## config.mk

```make
export PLATFORM = sky130hd
export DESIGN_NAME = cpu_trace_capture_flat
export DESIGN_NICKNAME = d
export VERILOG_FILES = /design/src/rtl/cpu_trace_capture_if.sv /design/src/rtl/cpu_trace_capture.sv /design/src/flat_wrapper.sv
export SDC_FILE = /design/constraint.sdc
export NUM_CORES = 1
export LEC_CHECK = 0
export ABC_CLOCK_PERIOD_IN_PS = 10200
export CORE_ASPECT_RATIO = 1.5
export CORE_MARGIN = 2
export CORE_UTILIZATION = 45
export DETAILED_ROUTE_END_ITERATION = 7
export PLACE_DENSITY = 0.74
export SLEW_MARGIN = 10
export SYNTH_ARGS = -nofsm -noshare
export SYNTH_HDL_FRONTEND = slang
export SYNTH_SLANG_ARGS = --single-unit
```

## constraint.sdc

```tcl
create_clock -name clk -period 10.2 [get_ports clk]
set_input_delay 2.04 -clock clk [delete_from_list [all_inputs] [get_ports clk]]
set_output_delay 2.04 -clock clk [all_outputs]
set_load 0.005 [all_outputs]
```

## src/rtl/cpu_trace_capture_if.sv

```systemverilog
// Trace record stream: one retired-instruction record per beat, valid/ready handshake.
// The producer holds the record stable while valid is high and ready is low.
interface cpu_trace_capture_if;
    logic        tr_valid;
    logic        tr_ready;
    logic [31:0] tr_pc;
    logic [5:0]  tr_op;
    logic [4:0]  tr_waddr;
    logic [31:0] tr_wdata;

    modport master (output tr_valid, tr_pc, tr_op, tr_waddr, tr_wdata, input tr_ready);
    modport slave  (input tr_valid, tr_pc, tr_op, tr_waddr, tr_wdata, output tr_ready);
endinterface

```

## src/rtl/cpu_trace_capture.sv

```systemverilog
// Arm/trigger instruction trace: captures a CAPTURE_LEN window of CPU records into a FIFO.
// One-cycle sample-to-stream latency; a full FIFO drops new records (counted) unless popped that cycle.
module cpu_trace_capture #(
    parameter int DEPTH       = 16,
    parameter int CAPTURE_LEN = 64,
    parameter int FILTER_WB   = 0
) (
    input  logic                     clk,
    input  logic                     reset,
    input  logic                     arm,
    input  logic [31:0]              trig_addr,
    input  logic [31:0]              currentAddress,
    input  logic [5:0]               op,
    input  logic [4:0]               write_addr,
    input  logic [31:0]              WD,
    input  logic                     reg_write,
    cpu_trace_capture_if.master      tr,
    output logic [1:0]               state,
    output logic [7:0]               count,
    output logic [7:0]               dropped,
    output logic [$clog2(DEPTH):0]   level
);
    localparam int AW = $clog2(DEPTH);
    localparam logic [1:0] S_IDLE    = 2'd0;
    localparam logic [1:0] S_ARMED   = 2'd1;
    localparam logic [1:0] S_CAPTURE = 2'd2;
    localparam logic [1:0] S_DONE    = 2'd3;
    localparam logic [7:0]  LEN      = 8'(CAPTURE_LEN);
    localparam logic [AW:0] FULL_LVL = (AW+1)'(DEPTH);

    typedef struct packed {
        logic [31:0] pc;
        logic [5:0]  op;
        logic [4:0]  waddr;
        logic [31:0] wdata;
    } rec_t;

    rec_t          mem [DEPTH];
    rec_t          new_rec;
    rec_t          head;
    logic [AW-1:0] wr_ptr;
    logic [AW-1:0] rd_ptr;
    logic          hit;
    logic          eligible;
    logic          full;
    logic          pop;
    logic          push;
    logic          drop;
    logic          last;

    always_comb begin
        hit      = (currentAddress == trig_addr);
        eligible = ((state == S_CAPTURE) || ((state == S_ARMED) && hit)) &&
                   ((FILTER_WB == 0) || reg_write);
        full     = (level == FULL_LVL);
        pop      = tr.tr_valid && tr.tr_ready;
        // A pop in the same cycle frees the slot the new record needs.
        push     = eligible && (!full || pop);
        drop     = eligible && !push;
        last     = eligible && ((count + 8'd1) == LEN);
        new_rec  = '{pc: currentAddress, op: op,
                     waddr: reg_write ? write_addr : 5'd0,
                     wdata: reg_write ? WD : 32'd0};
        head     = mem[rd_ptr];
    end

    assign tr.tr_valid = (level != '0);
    assign tr.tr_pc    = tr.tr_valid ? head.pc    : 32'd0;
    assign tr.tr_op    = tr.tr_valid ? head.op    : 6'd0;
    assign tr.tr_waddr = tr.tr_valid ? head.waddr : 5'd0;
    assign tr.tr_wdata = tr.tr_valid ? head.wdata : 32'd0;

    always_ff @(posedge clk) begin
        if (!reset && push) begin
            mem[wr_ptr] <= new_rec;
        end
    end

    always_ff @(posedge clk) begin
        if (reset) begin
            state   <= S_IDLE;
            count   <= 8'd0;
            dropped <= 8'd0;
            level   <= '0;
            wr_ptr  <= '0;
            rd_ptr  <= '0;
        end else begin
            if (push) wr_ptr <= wr_ptr + 1'b1;
            if (pop)  rd_ptr <= rd_ptr + 1'b1;
            level <= level + (AW+1)'(push) - (AW+1)'(pop);
            if (eligible) count <= count + 8'd1;
            if (drop && (dropped != 8'hFF)) dropped <= dropped + 8'd1;

            case (state)
                S_IDLE, S_DONE: begin
                    // Re-arming restarts the window but leaves queued records to drain.
                    if (arm) begin
                        state   <= S_ARMED;
                        count   <= 8'd0;
                        dropped <= 8'd0;
                    end
                end
                S_ARMED: begin
                    if (hit) state <= last ? S_DONE : S_CAPTURE;
                end
                S_CAPTURE: begin
                    if (last) state <= S_DONE;
                end
            endcase
        end
    end
endmodule

```

## src/flat_wrapper.sv

```systemverilog
// flat-port wrapper written by rule: the top's interface ports become plain ports
module cpu_trace_capture_flat 
#(
    parameter int DEPTH       = 16,
    parameter int CAPTURE_LEN = 64,
    parameter int FILTER_WB   = 0
)
  (clk, reset, arm, trig_addr, currentAddress, op, write_addr, WD, reg_write, state, count, dropped, level, tr_tr_valid, tr_tr_pc, tr_tr_op, tr_tr_waddr, tr_tr_wdata, tr_tr_ready);
  cpu_trace_capture_if tr_i ();
  input  logic clk;
  input  logic reset;
  input  logic arm;
  input  logic [31:0] trig_addr;
  input  logic [31:0] currentAddress;
  input  logic [5:0] op;
  input  logic [4:0] write_addr;
  input  logic [31:0] WD;
  input  logic reg_write;
  output logic [1:0] state;
  output logic [7:0] count;
  output logic [7:0] dropped;
  output logic [$clog2(DEPTH):0] level;
  output wire logic [$bits(tr_i.tr_valid)-1:0] tr_tr_valid;
  output wire logic [$bits(tr_i.tr_pc)-1:0] tr_tr_pc;
  output wire logic [$bits(tr_i.tr_op)-1:0] tr_tr_op;
  output wire logic [$bits(tr_i.tr_waddr)-1:0] tr_tr_waddr;
  output wire logic [$bits(tr_i.tr_wdata)-1:0] tr_tr_wdata;
  input wire logic [$bits(tr_i.tr_ready)-1:0] tr_tr_ready;
  assign tr_tr_valid = tr_i.tr_valid;
  assign tr_tr_pc = tr_i.tr_pc;
  assign tr_tr_op = tr_i.tr_op;
  assign tr_tr_waddr = tr_i.tr_waddr;
  assign tr_tr_wdata = tr_i.tr_wdata;
  assign tr_i.tr_ready = tr_tr_ready;
  cpu_trace_capture #(.DEPTH(DEPTH), .CAPTURE_LEN(CAPTURE_LEN), .FILTER_WB(FILTER_WB)) u_core (.clk(clk), .reset(reset), .arm(arm), .trig_addr(trig_addr), .currentAddress(currentAddress), .op(op), .write_addr(write_addr), .WD(WD), .reg_write(reg_write), .tr(tr_i), .state(state), .count(count), .dropped(dropped), .level(level));
endmodule
```

==> results.cfg <==
[outcome]
status = completed

[layout]
final_cell_area_mm2 = 0.0556
nNetsFinal = 2455
drive_above_1_share_pct = 25.9
instances_no_fill = 3825
antenna-diode-count = 0
synthToLayoutAreaGrowth_pct = 15.5

[grt]
grt_usage_pct = 20.6
grt_max_degree = 134
grt_overflow_total = 0
grt_first_pass_wirelength_um = 165000
antenna_found_initial = 4
first_global_vias = 24200

[yosys]
syn_avg_cell_area_um2 = 23.3
synth_edf_count = 1200
synth.area.top_cells = edfxtp_1 75%, mux4_2 18%, and2_1 1.5%
synth_seq_cells = 1235
yosysMostFrequentCell = edfxtp_1
synth.top_cell.area_share_pct = 74.9
syn_area_mm2 = 0.0481
yosysWarnings = 0
synth_ff_type = edfxtp_1
syn_inst = 2063
ys_types = 51
seq_area_frac_synth_pct = 76.4
synth_common_cells = 1200 x edfxtp_1, 375 x mux4_2, 113 x and2_1
yosysTopAreaCell = edfxtp_1
syn-num-nets = 2192
async_flop_share_pct = 0

[clock_tree]
cts_buffers = 106
cts_sinks = 1235
insertion_delay_ns = 0.71
ctsResizeCount = 0
htree_levels = 3
path_clk_slew_ns = 0.07
cts_tree = yes
ctsHoldBuffers = 0
clockBufferDepth = 3
cts-root-buf = clkbuf_16
post-cts-setup-buffer-count = 0

[timing]
slew_headroom_pct = 28.4
fin_crit_sh_pct = 65.8
clock_skew_ns = 0.0404
max_freq_mhz = 149
finalCriticalPeriod_ns = 6.71
slew_viol_final = 0
hold_violations = 0
setup-tns-final_ns = 0
timing.hold.ws_ns = 0.521
worstMarginPinSlew_ns = 1.07
rsz0062_at_grt = no
setup_viol = 0

[drt]
drt-initial-drc-count = 2391
wire_per_inst_um = 29.2
via_per_inst = 5.93
routed_wl_um = 112000
drc = 0
ant_nets = 0
firstDrtPassIters = 7
vias = 22700

[floorplan]
row_count = 146
dieArea_mm2 = 0.110
pin_count = 211
start_util_pct = 45.5
core_mm2 = 0.106
die_y_um = 404
die_x_um = 271

[setup_path]
path_cells = buf_4, buf_4, mux4_2, mux4_2, and2_1, clkdlybuf4s50_1
path_class = reg -> out
crit_required_ns = 8.16
r2r-start = u_core.level[2]$_SDFF_PP0_
worstSetupEndpointType = primary output
arrival_ns = 4.67
worstSetupStartpointType = flop
worst-path-max-fanout = 40
slowest_stage = buf_4
max_stage_delay_ns = 0.75

[pwr]
leakage_uw = 0.0168
power.total_uw = 12600
power_density_mw_per_mm2 = 227
ir_drop_mv = 0.335

[placement]
io_buffers = 210
place_area_mm2 = 0.0519
dp_hpwl_um = 61100
gp_routability_congestion = 0.770
post-place-cells = 3623

[job]
cap_violations = 0

[min_path]
hold_class = reg -> reg
hold_start = u_core.dropped[4]$_SDFF_PP0_
-- stage by stage --
stage / worst slack, ns / util [%]
4_1_cts: 3.27 / 52.5
6_report: 3.49 / 52.5
5_1_grt: 3.11 / 52.5
3_3_place_gp: 3.15 / 49.1
2_1_floorplan: -0.816 / -
3_5_place_dp: 2.99 / 49.1
-- critical path: cells and delay by family (launching register included) --
| family | cells | cell delay, ns |
|---|---|---|
| muxes | 2 | 1.16 |
| buffers and inverters | 3 | 1.90 |
| and+or+nand+nor | 1 | 0.19 |
| DFF | 1 | 0.64 |
-- layout by cell type, fill, tap and decap left out, types with 5 or more instances in the layout --
cell                n
dfxtp_1            31
clkdlybuf4s50_1   209
nand2_1             7
xnor2_1            36
nor2b_1             5
or3_1               9
and2_1            113
nand3_1            12
nand4_1            10
clkinv_2           24
inv_1              17
nand2b_1            6
xor2_1              5
o31ai_1             5
a21oi_1            19
edfxtp_1         1200
mux4_2            375
clkbuf_1           17
nor2_1             15
buf_4              48
bufinv_16          16
nor3_2             12
clkinv_1           21
clkbuf_16         107
ha_1               16
o21ai_0            13
-- final timing paths --
| check | cells after the start | end | slack, ns |
|---|---|---|---|
| hold / removal | 2 | u_core.dropped[4]$_SDFF_PP0_ | 0.52 |
| setup reg to reg | 16 | u_core.level[4]$_SDFF_PP0_ | 6.55 |
| hold reg to reg | 2 | u_core.dropped[4]$_SDFF_PP0_ | 0.52 |
| setup / recovery | 6 | tr_tr_wdata[19] | 3.49 |
-- sequential cells by signal, summed over array words and instances (netlist names), named ones only --
register,flops
u_core.mem,1200
u_core.count,8
u_core.dropped,8
u_core.level,5
u_core.rd_ptr,4
u_core.wr_ptr,4
u_core.state,2
-- area by class of cell --
cell class	count	area [µm²]
timing repair buffer	261	2520
tap	1406	1760
sequential	1235	36800
clock inverter	74	850
inverter	17	63.8
clock buffer	127	2780
multi-input combinational	705	10800
fill	7820	50200
-- logic make-up (layout without fill, tap and decap cells) --
group	after synthesis	in the layout	share of synthesized area, %
flops	1235	1235	76.4
compound gates	53	53	0.720
fa+ha+maj	17	17	0.458
mux	379	379	17.6
xor+xnor	41	41	0.746
simple gates	215	215	2.78
buf+inv	123	479	1.30
-- routing by layer --
layer	global-route usage, %	wire length [µm]	up-vias	part of all wire (%)
met4	6.46	3020	0	2.7
li1	-	-	9250	-
met5	0	0	-	0
met3	3.09	7940	175	7.1
met1	26.8	41900	12100	38
met2	36.0	58900	1143	53
-- report_power, final --
group          internal (µW)  total (µW)  switching [µW]
registers               5640        5720            88.8
clock network           2370        4170            1810
logic                   1490        2690            1200
total                   9490       12600            3100
Power figures use the tool's default switching activity.
